File: config.mk
export PLATFORM = sky130hd
export DESIGN_NAME = uvmt_cv32e40x_pma_obi_tracker
export DESIGN_NICKNAME = d
export VERILOG_FILES = /design/src/rtl/uvmt_cv32e40x_pkg.sv /design/src/rtl/uvmt_cv32e40x_pma_trk_fifo.sv /design/src/rtl/uvmt_cv32e40x_pma_obi_tracker.sv
export SDC_FILE = /design/constraint.sdc
export NUM_CORES = 1
export LEC_CHECK = 0
export ABC_AREA = 1
export BUFFER_PORTS_ARGS = -buffer_cell sky130_fd_sc_hd__buf_2
export CAP_MARGIN = 20
export CORE_ASPECT_RATIO = 1.2
export CORE_MARGIN = 1.5
export CORE_UTILIZATION = 30
export DETAILED_ROUTE_END_ITERATION = 12
export PLACE_DENSITY = 0.6
export SYNTH_ARGS = -nofsm -noshare
export SYNTH_HDL_FRONTEND = slang
export SYNTH_HIERARCHICAL = 1
export SYNTH_SLANG_ARGS = --single-unit
File: constraint.sdc
create_clock -name clk -period 5.5 [get_ports clk]
set_clock_uncertainty 0.2 [all_clocks]
set_input_delay 0.825 -clock clk [delete_from_list [all_inputs] [get_ports clk]]
set_output_delay 0.825 -clock clk [all_outputs]
set_load 0.1 [all_outputs]
File: src/rtl/uvmt_cv32e40x_pkg.sv
// Shared types for the PMA verdict tracker: the PMA verdict and the queued per-transaction entry.
// UVMT_PMA_TRK_LATENCY_EN adds an 8-bit age field to each entry.
package uvmt_cv32e40x_pkg;

  localparam int         PMA_TRK_MAX_DEPTH = 4;
  localparam logic [7:0] PMA_TRK_AGE_MAX   = 8'hFF;

  typedef struct packed {
    logic allow;
    logic main;
    logic bufferable;
    logic override_dm;
  } pma_status_t;

  typedef struct packed {
    logic [31:0] addr;
    logic        we;
    logic        allow;
    logic        main;
    logic        bufferable;
    logic        override_dm;
`ifdef UVMT_PMA_TRK_LATENCY_EN
    logic [7:0]  age;
`endif
  } pma_trk_entry_t;

endpackage

File: src/rtl/uvmt_cv32e40x_pma_trk_fifo.sv
// Circular DEPTH-entry FIFO of tracker entries; a push at full is accepted only alongside a pop.
// Storage is never reset, only pointers and count.
module uvmt_cv32e40x_pma_trk_fifo
  import uvmt_cv32e40x_pkg::*;
#(
  parameter int DEPTH = 2
) (
  input  logic           clk,
  input  logic           rst,
  input  logic           push_i,
  input  logic           pop_i,
  input  pma_trk_entry_t wdata_i,
  output pma_trk_entry_t rdata_o,
  output logic           full_o,
  output logic           empty_o,
  output logic [2:0]     count_o
);

  localparam int PTR_W = (DEPTH > 1) ? $clog2(DEPTH) : 1;

  pma_trk_entry_t   mem_q [DEPTH];
  pma_trk_entry_t   mem_d [DEPTH];
  logic [PTR_W-1:0] wr_ptr_q, wr_ptr_d;
  logic [PTR_W-1:0] rd_ptr_q, rd_ptr_d;
  logic [2:0]       count_q, count_d;
  logic             do_push, do_pop;

  function automatic logic [PTR_W-1:0] ptr_next(input logic [PTR_W-1:0] p);
    return (p == PTR_W'(DEPTH - 1)) ? '0 : p + 1'b1;
  endfunction

  assign full_o  = (count_q == 3'(DEPTH));
  assign empty_o = (count_q == 3'd0);
  assign count_o = count_q;
  assign rdata_o = mem_q[rd_ptr_q];

  // Pop is resolved first so a push at full finds the freed slot.
  assign do_pop  = pop_i && !empty_o;
  assign do_push = push_i && (!full_o || do_pop);

  always_comb begin
    mem_d    = mem_q;
    wr_ptr_d = wr_ptr_q;
    rd_ptr_d = rd_ptr_q;
    count_d  = count_q;
    if (do_pop) rd_ptr_d = ptr_next(rd_ptr_q);
    if (do_push) begin
      mem_d[wr_ptr_q] = wdata_i;
      wr_ptr_d        = ptr_next(wr_ptr_q);
    end
    case ({do_push, do_pop})
      2'b10:   count_d = count_q + 3'd1;
      2'b01:   count_d = count_q - 3'd1;
      default: count_d = count_q;
    endcase
  end

  always_ff @(posedge clk) begin
    if (rst) begin
      wr_ptr_q <= '0;
      rd_ptr_q <= '0;
      count_q  <= 3'd0;
    end else begin
      wr_ptr_q <= wr_ptr_d;
      rd_ptr_q <= rd_ptr_d;
      count_q  <= count_d;
    end
  end

  always_ff @(posedge clk) begin
    mem_q <= mem_d;
  end

endmodule

File: src/rtl/uvmt_cv32e40x_pma_obi_tracker.sv
// Captures the PMA verdict at each OBI grant, presents it with the matching response, and
// raises sticky protocol error flags. UVMT_PMA_TRK_LATENCY_EN adds age/latency tracking.
module uvmt_cv32e40x_pma_obi_tracker
  import uvmt_cv32e40x_pkg::*;
#(
  parameter int DEPTH         = 2,
  parameter bit IS_INSTR_SIDE = 1'b0
) (
  input  logic           clk,
  input  logic           rst,
  input  logic           obi_req_i,
  input  logic           obi_gnt_i,
  input  logic [31:0]    obi_addr_i,
  input  logic           obi_we_i,
  input  logic           obi_rvalid_i,
  input  logic           obi_err_i,
  input  pma_status_t    pma_status_i,
  output logic           rsp_valid_o,
  output pma_trk_entry_t rsp_entry_o,
  output logic [2:0]     outstanding_o,
  output logic           err_denied_on_bus_o,
  output logic           err_overflow_o,
  output logic           err_underflow_o,
  output logic           err_bufferable_read_o,
  output logic           err_bus_error_o
`ifdef UVMT_PMA_TRK_LATENCY_EN
  ,
  output logic [7:0]     max_latency_o,
  output logic           err_timeout_o
`endif
);

  if (DEPTH < 1 || DEPTH > PMA_TRK_MAX_DEPTH) begin : g_bad_depth
    $error("uvmt_cv32e40x_pma_obi_tracker: DEPTH must be 1..4");
  end

  logic           push, pop, cap_we;
  logic           full, empty;
  logic [2:0]     count;
  pma_trk_entry_t entry_in, head;
  logic           denied_q, denied_d, overflow_q, overflow_d, underflow_q, underflow_d;
  logic           bufrd_q, bufrd_d, buserr_q, buserr_d;

  assign push   = obi_req_i && obi_gnt_i;
  assign pop    = obi_rvalid_i && !empty;
  assign cap_we = IS_INSTR_SIDE ? 1'b0 : obi_we_i;

  always_comb begin
    entry_in             = '0;
    entry_in.addr        = obi_addr_i;
    entry_in.we          = cap_we;
    entry_in.allow       = pma_status_i.allow;
    entry_in.main        = pma_status_i.main;
    entry_in.bufferable  = pma_status_i.bufferable;
    entry_in.override_dm = pma_status_i.override_dm;
  end

  uvmt_cv32e40x_pma_trk_fifo #(.DEPTH(DEPTH)) u_fifo (
    .clk     (clk),
    .rst     (rst),
    .push_i  (push),
    .pop_i   (pop),
    .wdata_i (entry_in),
    .rdata_o (head),
    .full_o  (full),
    .empty_o (empty),
    .count_o (count)
  );

  assign rsp_valid_o   = pop;
  assign outstanding_o = count;

  // A response in the same cycle as a grant into an empty queue is an underflow too.
  always_comb begin
    denied_d    = denied_q    | (push && !pma_status_i.allow);
    overflow_d  = overflow_q  | (push && full && !pop);
    underflow_d = underflow_q | (obi_rvalid_i && empty);
    bufrd_d     = bufrd_q     | (push && pma_status_i.bufferable && !cap_we);
    buserr_d    = buserr_q    | (pop && obi_err_i);
  end

  always_ff @(posedge clk) begin
    if (rst) begin
      denied_q    <= 1'b0;
      overflow_q  <= 1'b0;
      underflow_q <= 1'b0;
      bufrd_q     <= 1'b0;
      buserr_q    <= 1'b0;
    end else begin
      denied_q    <= denied_d;
      overflow_q  <= overflow_d;
      underflow_q <= underflow_d;
      bufrd_q     <= bufrd_d;
      buserr_q    <= buserr_d;
    end
  end

  assign err_denied_on_bus_o   = denied_q;
  assign err_overflow_o        = overflow_q;
  assign err_underflow_o       = underflow_q;
  assign err_bufferable_read_o = bufrd_q;
  assign err_bus_error_o       = buserr_q;

`ifdef UVMT_PMA_TRK_LATENCY_EN
  // Ages are kept by queue position (index 0 = head) and shift down on every pop.
  logic [7:0] age_q [DEPTH];
  logic [7:0] age_d [DEPTH];
  logic [7:0] shifted;
  logic [7:0] max_lat_q, max_lat_d;
  logic       timeout_q, timeout_d;
  logic [2:0] cnt_mid;
  logic       push_acc;

  function automatic logic [7:0] sat_inc(input logic [7:0] v);
    return (v == PMA_TRK_AGE_MAX) ? PMA_TRK_AGE_MAX : v + 8'd1;
  endfunction

  assign cnt_mid  = count - {2'b00, pop};
  assign push_acc = push && (!full || pop);

  always_comb begin
    shifted   = 8'd0;
    max_lat_d = max_lat_q;
    timeout_d = timeout_q;
    for (int i = 0; i < DEPTH; i++) begin
      shifted  = pop ? ((i + 1 < DEPTH) ? age_q[(i + 1) % DEPTH] : 8'd0) : age_q[i];
      age_d[i] = (3'(i) < cnt_mid) ? sat_inc(shifted) : 8'd0;
      if (push_acc && 3'(i) == cnt_mid) age_d[i] = 8'd0;
      if (3'(i) < count && age_q[i] == PMA_TRK_AGE_MAX) timeout_d = 1'b1;
    end
    // Latency counts the grant cycle, so the head age is reported one higher.
    if (pop && sat_inc(age_q[0]) > max_lat_q) max_lat_d = sat_inc(age_q[0]);
  end

  always_ff @(posedge clk) begin
    if (rst) begin
      for (int i = 0; i < DEPTH; i++) age_q[i] <= 8'd0;
      max_lat_q <= 8'd0;
      timeout_q <= 1'b0;
    end else begin
      age_q     <= age_d;
      max_lat_q <= max_lat_d;
      timeout_q <= timeout_d;
    end
  end

  assign max_latency_o = max_lat_q;
  assign err_timeout_o = timeout_q;

  always_comb begin
    rsp_entry_o     = head;
    rsp_entry_o.age = age_q[0];
  end
`else
  assign rsp_entry_o = head;
`endif

endmodule

==> results of run 1 <==
[cell type report]
cell class              count  area [um^2]  share of cell area (%)
well taps                 129          161                    3.94
clock buffers               9          225                    5.49
multi-input cells          79          669                    16.3
repair buffers             90          488                    11.9
inverters                  18         67.6                    1.65
clock inverters             7         65.1                    1.59
flip-flops and latches     84         2420                    59.1
[cell usage in the layout (no fill, tap or decap), drive strengths merged]
master,n
buf,90
edfxtp,74
mux2,37
inv,19
nor2,12
nand2,12
dfxtp,10
clkbuf,9
a21oi,8
nand3,4
clkinv,4
o21ai,2
nand4,1
clkinvlp,1
bufinv,1
nor3,1
fa,1
ha,1
[worst paths after layout]
path | endpoint | from | depth (start not counted)
hold reg to reg | err_bus_error_o$_SDFF_PP0_ | err_bus_error_o$_SDFF_PP0_ | 2
setup reg to reg | u_fifo/count_o[2]$_SDFFE_PP0P_ | u_fifo/count_o[2]$_SDFFE_PP0P_ | 18
hold / removal | err_bus_error_o$_SDFF_PP0_ | err_bus_error_o$_SDFF_PP0_ | 2
setup / recovery | rsp_entry_o[1] | u_fifo/rd_ptr_q$_SDFFE_PP0P_ | 3
[power by group through the flow]
stage	Clock (mW)	Combinational (mW)	Sequential [mW]
finish	0.582	0.479	0.750
global route	0.622	0.501	0.754
CTS	0.599	0.472	0.761
detailed placement	0	0.471	0.774
global placement	0	0.463	0.773
floorplan	0	0.363	0.804
[stage by stage]
| step | cells | total power [mW] | worst slack [ns] | area [um^2] |
|---|---|---|---|---|
| finish | 416 | 1.81 | 2.59 | 4100 |
| CTS | 415 | 1.83 | 2.26 | 4080 |
| floorplan | 185 | 1.17 | 1.10 | 3190 |
| global placement | 398 | 1.24 | 2.64 | 3760 |
| global route | 416 | 1.88 | 2.50 | 4100 |
| detailed placement | 399 | 1.24 | 2.65 | 3790 |
[metal layers]
metal / vias up / GRT usage, % / part of all wire [%]
met5: - / 0 / 0
li1: 871 / - / -
met1: 868 / 11.7 / 40
met3: 10 / 4.04 / 6.5
met2: 63 / 17.5 / 51
met4: 0 / 5.80 / 2.3
[worst register-to-register path: cells and delay by family, from the launching register on]
family | cells | cell delay (ns)
simple gates | 10 | 0.88
fa+ha+maj | 2 | 0.57
buf+inv | 6 | 0.43
flops | 1 | 0.33
[cell families (layout without fill, tap and decap cells)]
| kind of cell | after synthesis | after routing | share of synthesized area (%) |
|---|---|---|---|
| DFF | 84 | 84 | 76.0 |
| muxes | 37 | 37 | 14.0 |
| and+or+nand+nor | 30 | 30 | 4.04 |
| buffers and inverters | 22 | 124 | 3.30 |
| AOI/OAI and AO/OA | 10 | 10 | 1.69 |
| adders and majority gates | 2 | 2 | 1.02 |
==> impl_metrics.yaml, run 1 <==
drt:
  wl_um: 5580
  drc: 0
  vias_per_cell: 4.36
  drt_pre_antenna_iters: 4
  antenna_left: 0
  wire_per_inst_um: 13.4
  drtIter0Drc: 56
  vias: 1812
finish:
  areaGrowthSynthToFinish_pct: 28.6
  n_fill_cell: 987
  nets: 327
  num_antenna_cells: 0
  drive_above_1_share_pct: 52.3
  regMostFlops: "u_fifo/mem_q"
  fin_util_pct: 39.4
  largest_reg_flops: 74
yosys:
  syn_nets: 230
  ys_top_cells_by_area: "edfxtp_1 (70%), mux2_2 (10%), dfxtp_1 (6.3%), mux2_4 (3.8%), inv_1 (2.0%)"
  ys.flop_type: "edfxtp_1"
  ys_types: 20
  synth.most_common_cell: "edfxtp_1"
  yosysSeqAreaShare_pct: 76.0
  syn_area_per_cell_um2: 17.2
  syn_area_um2: 3190
  async_flop_share_pct: 0
  synth-seq-cells: 84
  synth_top_area_share_pct: 69.7
  synth-edff-count: 74
  synth_area_leader_cell: "edfxtp_1"
  synthTopCellsByCount: "edfxtp_1 (74), mux2_2 (29), inv_1 (17), nor2_1 (11)"
  netlist_instances: 185
  yosys_warnings: 6
worst_setup_path:
  cp_top_family: "flip-flops"
  cp_num_buf_inv: 2
  critPathCaptureType: "output port"
  crit_chain: "buf_12, mux2_2, buf_2"
  required_ns: 4.47
  cp.arrival_ns: 1.88
  cp-start-kind: "flip-flop"
  cpMaxStageDelayCell: "dfxtp_2"
  criticalPathCategory: "reg2out"
  rrSetupSlack_ns: 3.00
  worst-path-max-fanout: 26
  critPathMaxStageDelay_ns: 0.62
grt:
  grt_max_degree: 40
  grt_remaining_overflow: 0
  track_usage_pct: 10.5
  antenna_found_initial: 0
  grt_pass1_vias: 1758
  grt_first_pass_wirelength_um: 8710
floorplan:
  dieHeight_um: 116
  die-area_um2: 11300
  start_util_pct: 30.6
  rows: 41
  core_area_um2: 10400
  die_x_um: 97.1
  io_pins: 89
clock_network:
  cts-resized-gates: 0
  h-tree-depth: 3
  cts_root_buf: "clkbuf_16"
  cts_tree: "built"
  numCtsBuffers: 9
  post_cts_buffers: 0
  cts_buffer_depth: 2
  clock_sinks: 84
  clock_latency_ns: 0.33
  cts_hold_buffers: 0
  clk_pin_slew_ns: 0.06
sta:
  holdWs_ns: 0.252
  worst_slew_pin_slew_ns: 0.859
  slew_violations: 0
  fmaxAchievable_mhz: 344
  period_needed_ns: 2.91
  fin_setup_tns_ns: 0
  relSlewSlack_pct: 42.6
  rsz0062_at_grt: "false"
  setup_viol: 0
  final_hold_viol_count: 0
  fin_crit_sh_pct: 52.8
power_and_ir_drop:
  power_frac_seq_pct: 41.4
  power.density_cell_area_nw_per_um2: 442
  swShare_pct: 35.0
  p_sw_mw: 0.634
  peakVddDrop_mv: 0.175
  combinationalPowerShare_pct: 26.5
  p_leak_nw: 1.60
  p_clk_share_pct: 32.1
  p_int_mw: 1.18
placement:
  gp_congestion: 0.713
  portBuffers: 88
  dp_hpwl_um: 3620
run_status:
  status: "completed"
hold_path:
  hp-class: "reg2reg"
run:
  drv_cap: 0
Note: power is estimated with default switching activity, not from simulation.
==> run 2, diff against run 1 <==
==> constraint.sdc (replaced) <==
create_clock -name clk -period 2.9 [get_ports clk]
set_clock_uncertainty 0.2 [all_clocks]
set_input_delay 0.435 -clock clk [delete_from_list [all_inputs] [get_ports clk]]
set_output_delay 0.435 -clock clk [all_outputs]
set_load 0.1 [all_outputs]
==> run 2 against run 1 <==
Setup slack lost 2.2 ns. Largest cell class unchanged. First-iteration DRC count shrank 16%. Clock-buffer cell count grew 2. Clock power grew 66%. Largest power group unchanged. Global-route usage shrank 0.21 points. Sequential cell count is the same. Via count shrank 2.3%. Register-to-register slack lost 2.6 ns. Routed wire length shrank 2.5%. Hold slack lost 0.16 ns.
==> impl_metrics.yaml, run 2 (synthesized netlist as in run 1, its figures left out) <==
worst_setup_path:
  criticalPathCategory: "reg2reg"
  critPathCaptureType: "flip-flop"
  cp.arrival_ns: 2.48
  required_ns: 2.93
  cp-start-kind: "flip-flop"
  worst-path-max-fanout: 5
power_and_ir_drop:
  combinationalPowerShare_pct: 27.7
  p_sw_mw: 1.16
  p_leak_nw: 1.58
  peakVddDrop_mv: 0.440
  p_clk_share_pct: 29.4
  power.density_cell_area_nw_per_um2: 809
  power_frac_seq_pct: 42.9
  p_int_mw: 2.13
  swShare_pct: 35.2
placement:
  dp_hpwl_um: 3740
  portBuffers: 88
  dp.cells: 402
  placed_cell_area_um2: 3820
  gp_congestion: 0.728
grt:
  grt_remaining_overflow: 0
  grt_max_degree: 38
  antenna_found_initial: 0
  grt_first_pass_wirelength_um: 8590
  track_usage_pct: 10.3
  grt_pass1_vias: 1769
floorplan:
  rows: 41
  dieHeight_um: 116
  die-area_um2: 11300
  io_pins: 89
  core_area_um2: 10400
  start_util_pct: 30.6
  die_x_um: 97.1
finish:
  num_antenna_cells: 0
  largest_reg_flops: 74
  design_area_um2: 4070
  multiInputGateArea_um2: 669
  drive_above_1_share_pct: 52.4
  n_fill_cell: 1013
  stdcell_count: 417
  areaGrowthSynthToFinish_pct: 27.6
  final_cell_mix: "buf_2 (88), edfxtp_1 (74), mux2_2 (29), inv_1 (16)"
  regArea_um2: 2430
  final_common_cell: "buf_2"
  regMostFlops: "u_fifo/mem_q"
  nets: 329
drt:
  wire_per_inst_um: 13.0
  drtIter0Drc: 47
  wl_um: 5430
  drt_pre_antenna_iters: 4
  drc: 0
  vias: 1770
  antenna_left: 0
  vias_per_cell: 4.24
sta:
  holdWs_ns: 0.0923
  period_needed_ns: 2.46
  rsz0062_at_grt: "false"
  final_hold_viol_count: 0
  setup_viol: 0
  relSlewSlack_pct: 65.1
  slew_violations: 0
  fin_crit_sh_pct: 84.8
  fmaxAchievable_mhz: 407
  fin_setup_tns_ns: 0
  worst_slew_pin_slew_ns: 0.523
clock_network:
  cts_tree: "built"
  numCtsBuffers: 9
  cts_root_buf: "clkbuf_16"
  post_cts_buffers: 0
  cts_buffer_depth: 2
  cts-resized-gates: 0
  cts_hold_buffers: 0
  clock_latency_ns: 0.33
  clk_pin_slew_ns: 0.06
  clock_sinks: 84
  h-tree-depth: 3
run:
  drv_cap: 0
run_status:
  status: "completed"
hold_path:
  hp-class: "in2reg"
## run 2: cell count changes in the layout (fill, tap and decap cells not counted)
cell,before,now
buf_16,1,0
buf_4,0,3
bufinv_16,1,0
clkbuf_1,0,2
clkinv_1,1,2
clkinv_2,3,2
dfxtp_1,9,6
dfxtp_4,0,3
inv_2,2,1
inv_6,1,0
## run 2: stage by stage
stage               util (%)  worst slack (ns)  power, mW
detailed placement      36.7             0.453       2.36
global placement        36.7             0.526       2.35
CTS                     39.1             0.442       3.34
floorplan                  -            0.0513       2.22
finish                  39.1             0.442       3.29
global route            39.1             0.181       3.43
## run 2: routing by layer
layer | track usage, % | wire length [um]
met5 | 0 | 0
met4 | 5.80 | 108
met3 | 4.22 | 344
met2 | 17.2 | 2720
met1 | 11.1 | 2260
## run 2: critical path, cell delays in order, from the launching register on
cell and delay (ns):
dfxtp_4 0.34, nor2_1 0.13, nand2_1 0.10, inv_1 0.10, inv_1 0.05, nand2_2 0.06, inv_2 0.05, inv_1 0.06
nand3_1 0.11, nand2_1 0.15, ha_1 0.20, inv_1 0.08, fa_1 0.38, inv_1 0.07, nand2_1 0.04, nand3_1 0.08
nand2_1 0.05, nand2_1 0.05, nor2_1 0.04
## run 2: path summary, 6_finish.rpt
kind / to / from / slack [ns] / cells after the start
max reg2reg: u_fifo/count_o[2]$_SDFFE_PP0P_ / u_fifo/count_o[2]$_SDFFE_PP0P_ / 0.44 / 18
min: u_fifo/mem_q[68]$_DFFE_PP_ / obi_addr_i[26] / 0.09 / 1
min reg2reg: err_bufferable_read_o$_SDFF_PP0_ / err_bufferable_read_o$_SDFF_PP0_ / 0.26 / 2
max: u_fifo/count_o[2]$_SDFFE_PP0P_ / u_fifo/count_o[2]$_SDFFE_PP0P_ / 0.44 / 18
## run 2: cell type report
| type | instances | area share, % |
|---|---|---|
| flip-flops and latches | 84 | 59.8 |
| multi-input cells | 79 | 16.4 |
| well taps | 129 | 3.97 |
| clock inverters | 4 | 0.430 |
| inverters | 18 | 1.75 |
| clock buffers | 11 | 5.72 |
| repair buffers | 92 | 11.9 |
## run 2: power by group through the flow
stage | Sequential (mW) | Combinational (mW) | Clock, mW
5_1_grt | 1.42 | 0.954 | 1.05
3_3_place_gp | 1.44 | 0.915 | 0
3_5_place_dp | 1.44 | 0.920 | 0
2_1_floorplan | 1.53 | 0.691 | 0
6_report | 1.41 | 0.912 | 0.968
4_1_cts | 1.41 | 0.921 | 1.00
